File: config.mk
export PLATFORM = sky130hd
export DESIGN_NAME = serial_word_feeder_flat
export DESIGN_NICKNAME = d
export VERILOG_FILES = /design/src/rtl/serial_word_feeder_if.sv /design/src/rtl/serial_word_feeder.sv /design/src/flat_wrapper.sv
export SDC_FILE = /design/constraint.sdc
export NUM_CORES = 1
export LEC_CHECK = 0
export CORE_MARGIN = 2
export CORE_UTILIZATION = 52
export DETAILED_ROUTE_END_ITERATION = 10
export PLACE_DENSITY = 0.78
export REMOVE_ABC_BUFFERS = 1
export SETUP_SLACK_MARGIN = 0.5
export SLEW_MARGIN = 20
export SYNTH_ARGS = -nofsm -noshare
export SYNTH_HDL_FRONTEND = slang
export SYNTH_SLANG_ARGS = --single-unit
File: constraint.sdc
create_clock -name input_pulse -period 2.1 [get_ports input_pulse]
set_input_delay 0.42 -clock input_pulse [delete_from_list [all_inputs] [get_ports input_pulse]]
set_output_delay 0.42 -clock input_pulse [all_outputs]
set_load 0.01 [all_outputs]
File: src/rtl/serial_word_feeder_if.sv
// Handshake and serial-stream bundle for serial_word_feeder.
// The upstream word source uses the master modport; the feeder uses slave.
interface serial_word_feeder_if #(
    parameter int WIDTH = 8,
    parameter int IDXW  = $clog2(WIDTH)
);
    logic [WIDTH-1:0] load_data;
    logic             load_valid;
    logic             load_ready;
    logic             ser_out;
    logic             ser_valid;
    logic [IDXW-1:0]  bit_index;
    logic             word_done;
    logic             busy;

    modport master (
        output load_data,
        output load_valid,
        input  load_ready,
        input  ser_out,
        input  ser_valid,
        input  bit_index,
        input  word_done,
        input  busy
    );

    modport slave (
        input  load_data,
        input  load_valid,
        output load_ready,
        output ser_out,
        output ser_valid,
        output bit_index,
        output word_done,
        output busy
    );
endinterface

File: src/rtl/serial_word_feeder.sv
// Parallel-to-serial feeder for the 11011 sequence detector.
// Words arrive over valid/ready and leave MSB first, one bit per clock.
// A one-entry holding register keeps the bit stream gap-free across
// word boundaries; a word offered in the last-bit cycle with the hold
// empty bypasses straight into the shift register.
module serial_word_feeder #(
    parameter int WIDTH = 8,
    parameter int IDXW  = $clog2(WIDTH)
) (
    input  logic                input_pulse,
    input  logic                clear,
    serial_word_feeder_if.slave bus
);

    typedef enum logic [0:0] {
        ST_IDLE  = 1'b0,
        ST_SHIFT = 1'b1
    } state_t;

    localparam logic [IDXW-1:0] LAST_IDX = IDXW'(WIDTH - 1);
    localparam logic [IDXW-1:0] IDX_ZERO = IDXW'(0);
    localparam logic [IDXW-1:0] IDX_ONE  = IDXW'(1);

    // Architectural state
    state_t           state_r;
    logic [WIDTH-1:0] sreg_r;
    logic [WIDTH-1:0] hold_r;
    logic             hold_full_r;
    logic [IDXW-1:0]  idx_r;

    // Registered outputs, loaded from the next-state values
    logic             ser_out_r;
    logic             ser_valid_r;
    logic             word_done_r;
    logic             busy_r;

    // Next-state values
    state_t           nxt_state_s;
    logic [WIDTH-1:0] nxt_sreg_s;
    logic [WIDTH-1:0] nxt_hold_s;
    logic             nxt_hold_full_s;
    logic [IDXW-1:0]  nxt_idx_s;

    logic             load_ready_s;
    logic             accept_s;

    // Ready must fall with clear so nothing is taken while in reset.
    assign load_ready_s   = clear && !hold_full_r;
    assign accept_s       = bus.load_valid && load_ready_s;

    assign bus.load_ready = load_ready_s;
    assign bus.ser_out    = ser_out_r;
    assign bus.ser_valid  = ser_valid_r;
    assign bus.bit_index  = idx_r;
    assign bus.word_done  = word_done_r;
    assign bus.busy       = busy_r;

    // Next-state logic: shift, refill from hold, bypass, or go idle.
    always_comb begin
        nxt_state_s     = state_r;
        nxt_sreg_s      = sreg_r;
        nxt_hold_s      = hold_r;
        nxt_hold_full_s = hold_full_r;
        nxt_idx_s       = idx_r;
        case (state_r)
            ST_IDLE: begin
                if (accept_s) begin
                    nxt_sreg_s  = bus.load_data;
                    nxt_idx_s   = IDX_ZERO;
                    nxt_state_s = ST_SHIFT;
                end else begin
                    nxt_state_s = ST_IDLE;
                end
            end
            ST_SHIFT: begin
                if (idx_r != LAST_IDX) begin
                    nxt_sreg_s = {sreg_r[WIDTH-2:0], 1'b0};
                    nxt_idx_s  = idx_r + IDX_ONE;
                    if (accept_s) begin
                        nxt_hold_s      = bus.load_data;
                        nxt_hold_full_s = 1'b1;
                    end else begin
                        nxt_hold_full_s = hold_full_r;
                    end
                end else if (hold_full_r) begin
                    // Buffered word goes next; load_ready is low so
                    // nothing new can be accepted this cycle.
                    nxt_sreg_s      = hold_r;
                    nxt_hold_full_s = 1'b0;
                    nxt_idx_s       = IDX_ZERO;
                end else if (accept_s) begin
                    nxt_sreg_s = bus.load_data;
                    nxt_idx_s  = IDX_ZERO;
                end else begin
                    // Clearing sreg keeps ser_out at zero while idle.
                    nxt_sreg_s  = {WIDTH{1'b0}};
                    nxt_idx_s   = IDX_ZERO;
                    nxt_state_s = ST_IDLE;
                end
            end
            default: begin
                nxt_sreg_s      = {WIDTH{1'b0}};
                nxt_hold_full_s = 1'b0;
                nxt_idx_s       = IDX_ZERO;
                nxt_state_s     = ST_IDLE;
            end
        endcase
    end

    // State and output registers; clear discards any partial and held word.
    always_ff @(posedge input_pulse or negedge clear) begin
        if (!clear) begin
            state_r     <= ST_IDLE;
            sreg_r      <= {WIDTH{1'b0}};
            hold_r      <= {WIDTH{1'b0}};
            hold_full_r <= 1'b0;
            idx_r       <= IDX_ZERO;
            ser_out_r   <= 1'b0;
            ser_valid_r <= 1'b0;
            word_done_r <= 1'b0;
            busy_r      <= 1'b0;
        end else begin
            state_r     <= nxt_state_s;
            sreg_r      <= nxt_sreg_s;
            hold_r      <= nxt_hold_s;
            hold_full_r <= nxt_hold_full_s;
            idx_r       <= nxt_idx_s;
            ser_out_r   <= (nxt_state_s == ST_SHIFT) ? nxt_sreg_s[WIDTH-1] : 1'b0;
            ser_valid_r <= (nxt_state_s == ST_SHIFT);
            word_done_r <= (nxt_state_s == ST_SHIFT) && (nxt_idx_s == LAST_IDX);
            busy_r      <= (nxt_state_s == ST_SHIFT) || nxt_hold_full_s;
        end
    end

endmodule
File: src/flat_wrapper.sv
// flat-port wrapper written by rule: the top's interface ports become plain ports
module serial_word_feeder_flat 
#(
    parameter int WIDTH = 8,
    parameter int IDXW  = $clog2(WIDTH)
)
  (input_pulse, clear, bus_load_data, bus_load_valid, bus_load_ready, bus_ser_out, bus_ser_valid, bus_bit_index, bus_word_done, bus_busy);
  serial_word_feeder_if #(.WIDTH(WIDTH), .IDXW(IDXW)) bus_i ();
  input  logic input_pulse;
  input  logic clear;
  input wire logic [$bits(bus_i.load_data)-1:0] bus_load_data;
  input wire logic [$bits(bus_i.load_valid)-1:0] bus_load_valid;
  output wire logic [$bits(bus_i.load_ready)-1:0] bus_load_ready;
  output wire logic [$bits(bus_i.ser_out)-1:0] bus_ser_out;
  output wire logic [$bits(bus_i.ser_valid)-1:0] bus_ser_valid;
  output wire logic [$bits(bus_i.bit_index)-1:0] bus_bit_index;
  output wire logic [$bits(bus_i.word_done)-1:0] bus_word_done;
  output wire logic [$bits(bus_i.busy)-1:0] bus_busy;
  assign bus_i.load_data = bus_load_data;
  assign bus_i.load_valid = bus_load_valid;
  assign bus_load_ready = bus_i.load_ready;
  assign bus_ser_out = bus_i.ser_out;
  assign bus_ser_valid = bus_i.ser_valid;
  assign bus_bit_index = bus_i.bit_index;
  assign bus_word_done = bus_i.word_done;
  assign bus_busy = bus_i.busy;
  serial_word_feeder #(.WIDTH(WIDTH), .IDXW(IDXW)) u_core (.input_pulse(input_pulse), .clear(clear), .bus(bus_i));
endmodule
==> impl_metrics.json <==
{
  "outcome": "completed",
  "whs_ps": 43.6,
  "tightest_slew_ps": 364,
  "leakagePower_nw": 0.737,
  "drc": 0,
  "drv_slew": 0,
  "firstDrtPassIters": 4,
  "syn_inst": 95,
  "synthDistinctLibCells": 28,
  "worst_clock_skew_ps": 5.67,
  "synthArstFlopShare_pct": 100,
  "crit_required_ps": 2310,
  "route.vias.total": 857,
  "synth_area_leaders": "dfrtp_1, mux2_4, a21bo_2, o2bb2ai_1, a22oi_1",
  "path_class": "reg -> reg",
  "synth_most_common_cell": "dfrtp_1",
  "die_w_um": 52.0,
  "holdBufCountCts": 0,
  "grt_overflow": 0,
  "total_power_w": 0.00226,
  "fmax_ghz": 0.633,
  "met2_usage_pct": 33.5,
  "grt_usage_pct": 20.1,
  "grt_max_degree": 15,
  "fin_crit_sh_pct": 75.2,
  "busiest_layer": "met2",
  "ys_warn_count": 0,
  "tns_ps": 0,
  "ant_nets": 0,
  "initial_core_util_pct": 54.7,
  "ys_seq_area_share_pct": 50.1,
  "clk_path_buf_depth": 2,
  "h-tree-depth": 1,
  "gp_congestion": 0.780,
  "hpwl_mm": 1.59,
  "syn_area_um2": 1200,
  "yosysTopAreaCell": "dfrtp_1",
  "io_pins": 19,
  "met3_usage_pct": 6.32,
  "avgSynthCellArea_um2": 12.6,
  "postRouteWirelength_mm": 2.33,
  "final_layout_size_suffix_gt1_share_pct": 38.8,
  "numCtsBuffers": 3,
  "ir_drop_v": 0.00114,
  "vias_per_cell": 5.46,
  "grt_pass1_wl_mm": 3.90,
  "cp-end-kind": "register",
  "dp_slack_ps": 91.2,
  "core_um2": 2190,
  "grtUsageMet1_pct": 25.8,
  "drt_iter0_drc": 18,
  "cts_tree": "done",
  "ys.flop_type": "dfrtp_1",
  "r2r_cells": 5,
  "synth_edf_count": 0,
  "slew_headroom_pct": 75.7,
  "die_h_um": 52.0,
  "grt_pass1_vias": 850,
  "max-cap-violations": 0,
  "cp.arrival_ps": 1790,
  "antenna_found_initial": 0,
  "clock-sinks": 24,
  "nNetsFinal": 143,
  "ys_ff_latch": 24,
  "start_kind": "register",
  "clk_pin_slew_ps": 130,
  "fill_cells": 173,
  "finalSetupViolations": 0,
  "hold_class": "in -> async",
  "wl_per_cell_um": 14.9,
  "synth_top_cell_area_share_pct": 50.1,
  "hold_violations": 0,
  "critPathMaxFanout": 8,
  "synthTopCellsByCount": "dfrtp_1, nor2_1, mux2_4, a21bo_2",
  "power_density_nw_per_um2": 1430,
  "root_buffer": "clkbuf_4",
  "num_rows": 17,
  "port_buffers": 18,
  "fin_crit_ps": 1580,
  "die-area_um2": 2710,
  "finalWorstSetupSlack_ps": 520,
  "insertion_delay_ps": 320,
  "syn_to_final_growth_pct": 31.4,
  "rsz0062_at_grt": "true",
  "n_antenna_cell": 0
}
kinds of logic after synthesis:
logic type | share of synthesized area (%)
AO/OA/AOI/OAI | 20.7
flip-flops | 50.1
buffers and inverters | 4.07
AND/OR/NAND/NOR | 13.0
adder cells (fa/ha/maj) | 2.09
multiplexers | 10.0
worst max-delay path, cell delays in order, from the launching register on:
cell,delay (ps)
dfrtp_1,430
ha_2,200
ha_4,160
nand2b_4,160
nor2_8,200
mux2_4,320
layer usage:
| layer | routed length, µm | vias up | share of wire (%) |
|---|---|---|---|
| met5 | 0 | - | 0 |
| met4 | 14 | 0 | 0.60 |
| met3 | 119 | 2 | 5.1 |
| met2 | 1200 | 17 | 51 |
| met1 | 1000 | 423 | 43 |
| li1 | - | 415 | - |
final timing paths:
check                                   startpoint            endpoint  slack [ps]
max                        u_core.bus.bit_index[1]    u_core.hold_r[0]         520
min                                          clear  u_core.hold_full_r          40
max reg2reg                u_core.bus.bit_index[1]    u_core.hold_r[0]         520
min reg2reg                       u_core.sreg_r[3]    u_core.sreg_r[3]         510
max in group asynchronous                    clear  u_core.bus.ser_out        1820
min in group input_pulse          u_core.sreg_r[3]    u_core.sreg_r[3]         510
registers in the layout, indices dropped and copies added (netlist names):
register and cells:
u_core.bus.busy 1, u_core.state_r 1, u_core.bus.word_done 1, u_core.bus.bit_index 3
u_core.bus.ser_out 1, u_core.hold_full_r 1, u_core.sreg_r 8, u_core.hold_r 8
per-stage QoR:
stage | area [µm²] | cells | utilization [%]
2_1_floorplan | 1150 | 89 | -
3_3_place_gp | 1410 | 141 | 64.5
3_5_place_dp | 1410 | 141 | 64.5
4_1_cts | 1500 | 150 | 68.6
5_1_grt | 1580 | 157 | 71.9
6_report | 1580 | 157 | 71.9
cells in the final DEF, fill, tap and decap left out:
cell	instances
a211oi_2	2
a21bo_2	7
a21oi_1	2
a22o_1	2
a22oi_1	6
a22oi_2	1
and2_1	1
and3b_2	1
and4_1	1
buf_2	1
buf_4	17
buf_6	1
bufinv_16	1
clkbuf_4	3
clkdlybuf4s15_1	1
clkdlybuf4s50_1	9
dfrtp_1	23
dfrtp_2	1
dlygate4sd2_1	6
dlymetal6s2s_1	1
ha_2	1
ha_4	1
inv_1	1
mux2_4	8
nand2_1	5
nand2b_1	1
nand2b_4	1
nand3b_1	1
nand3b_4	1
nor2_1	9
nor2_2	1
nor2_8	1
nor2b_2	1
nor3_1	1
o21ai_1	3
o2bb2ai_1	6
timing repair:
item | 4_1_cts | 5_1_grt
gates cloned | 0 | 0
setup endpoints to repair | 23 | 18
gates resized for setup | 13 | 8
pin swaps | 1 | 1
setup buffers | 5 | 7
area by class of cell:
cell class | count | area, µm² | area share [%]
clock buffer | 3 | 22.5 | 1.43
multi-input combinational | 64 | 573 | 36.4
clock inverter | 1 | 30.0 | 1.91
sequential | 24 | 602 | 38.2
timing repair buffer | 36 | 309 | 19.6
tap | 28 | 35.0 | 2.22
inverter | 1 | 3.75 | 0.238
power by group:
| part | internal (W) | switching [W] |
|---|---|---|
| Clock | 0.000193 | 0.000140 |
| Sequential | 0.000696 | 0.000138 |
| Combinational | 0.000593 | 0.000496 |
Note: power is estimated with default switching activity, not from simulation.
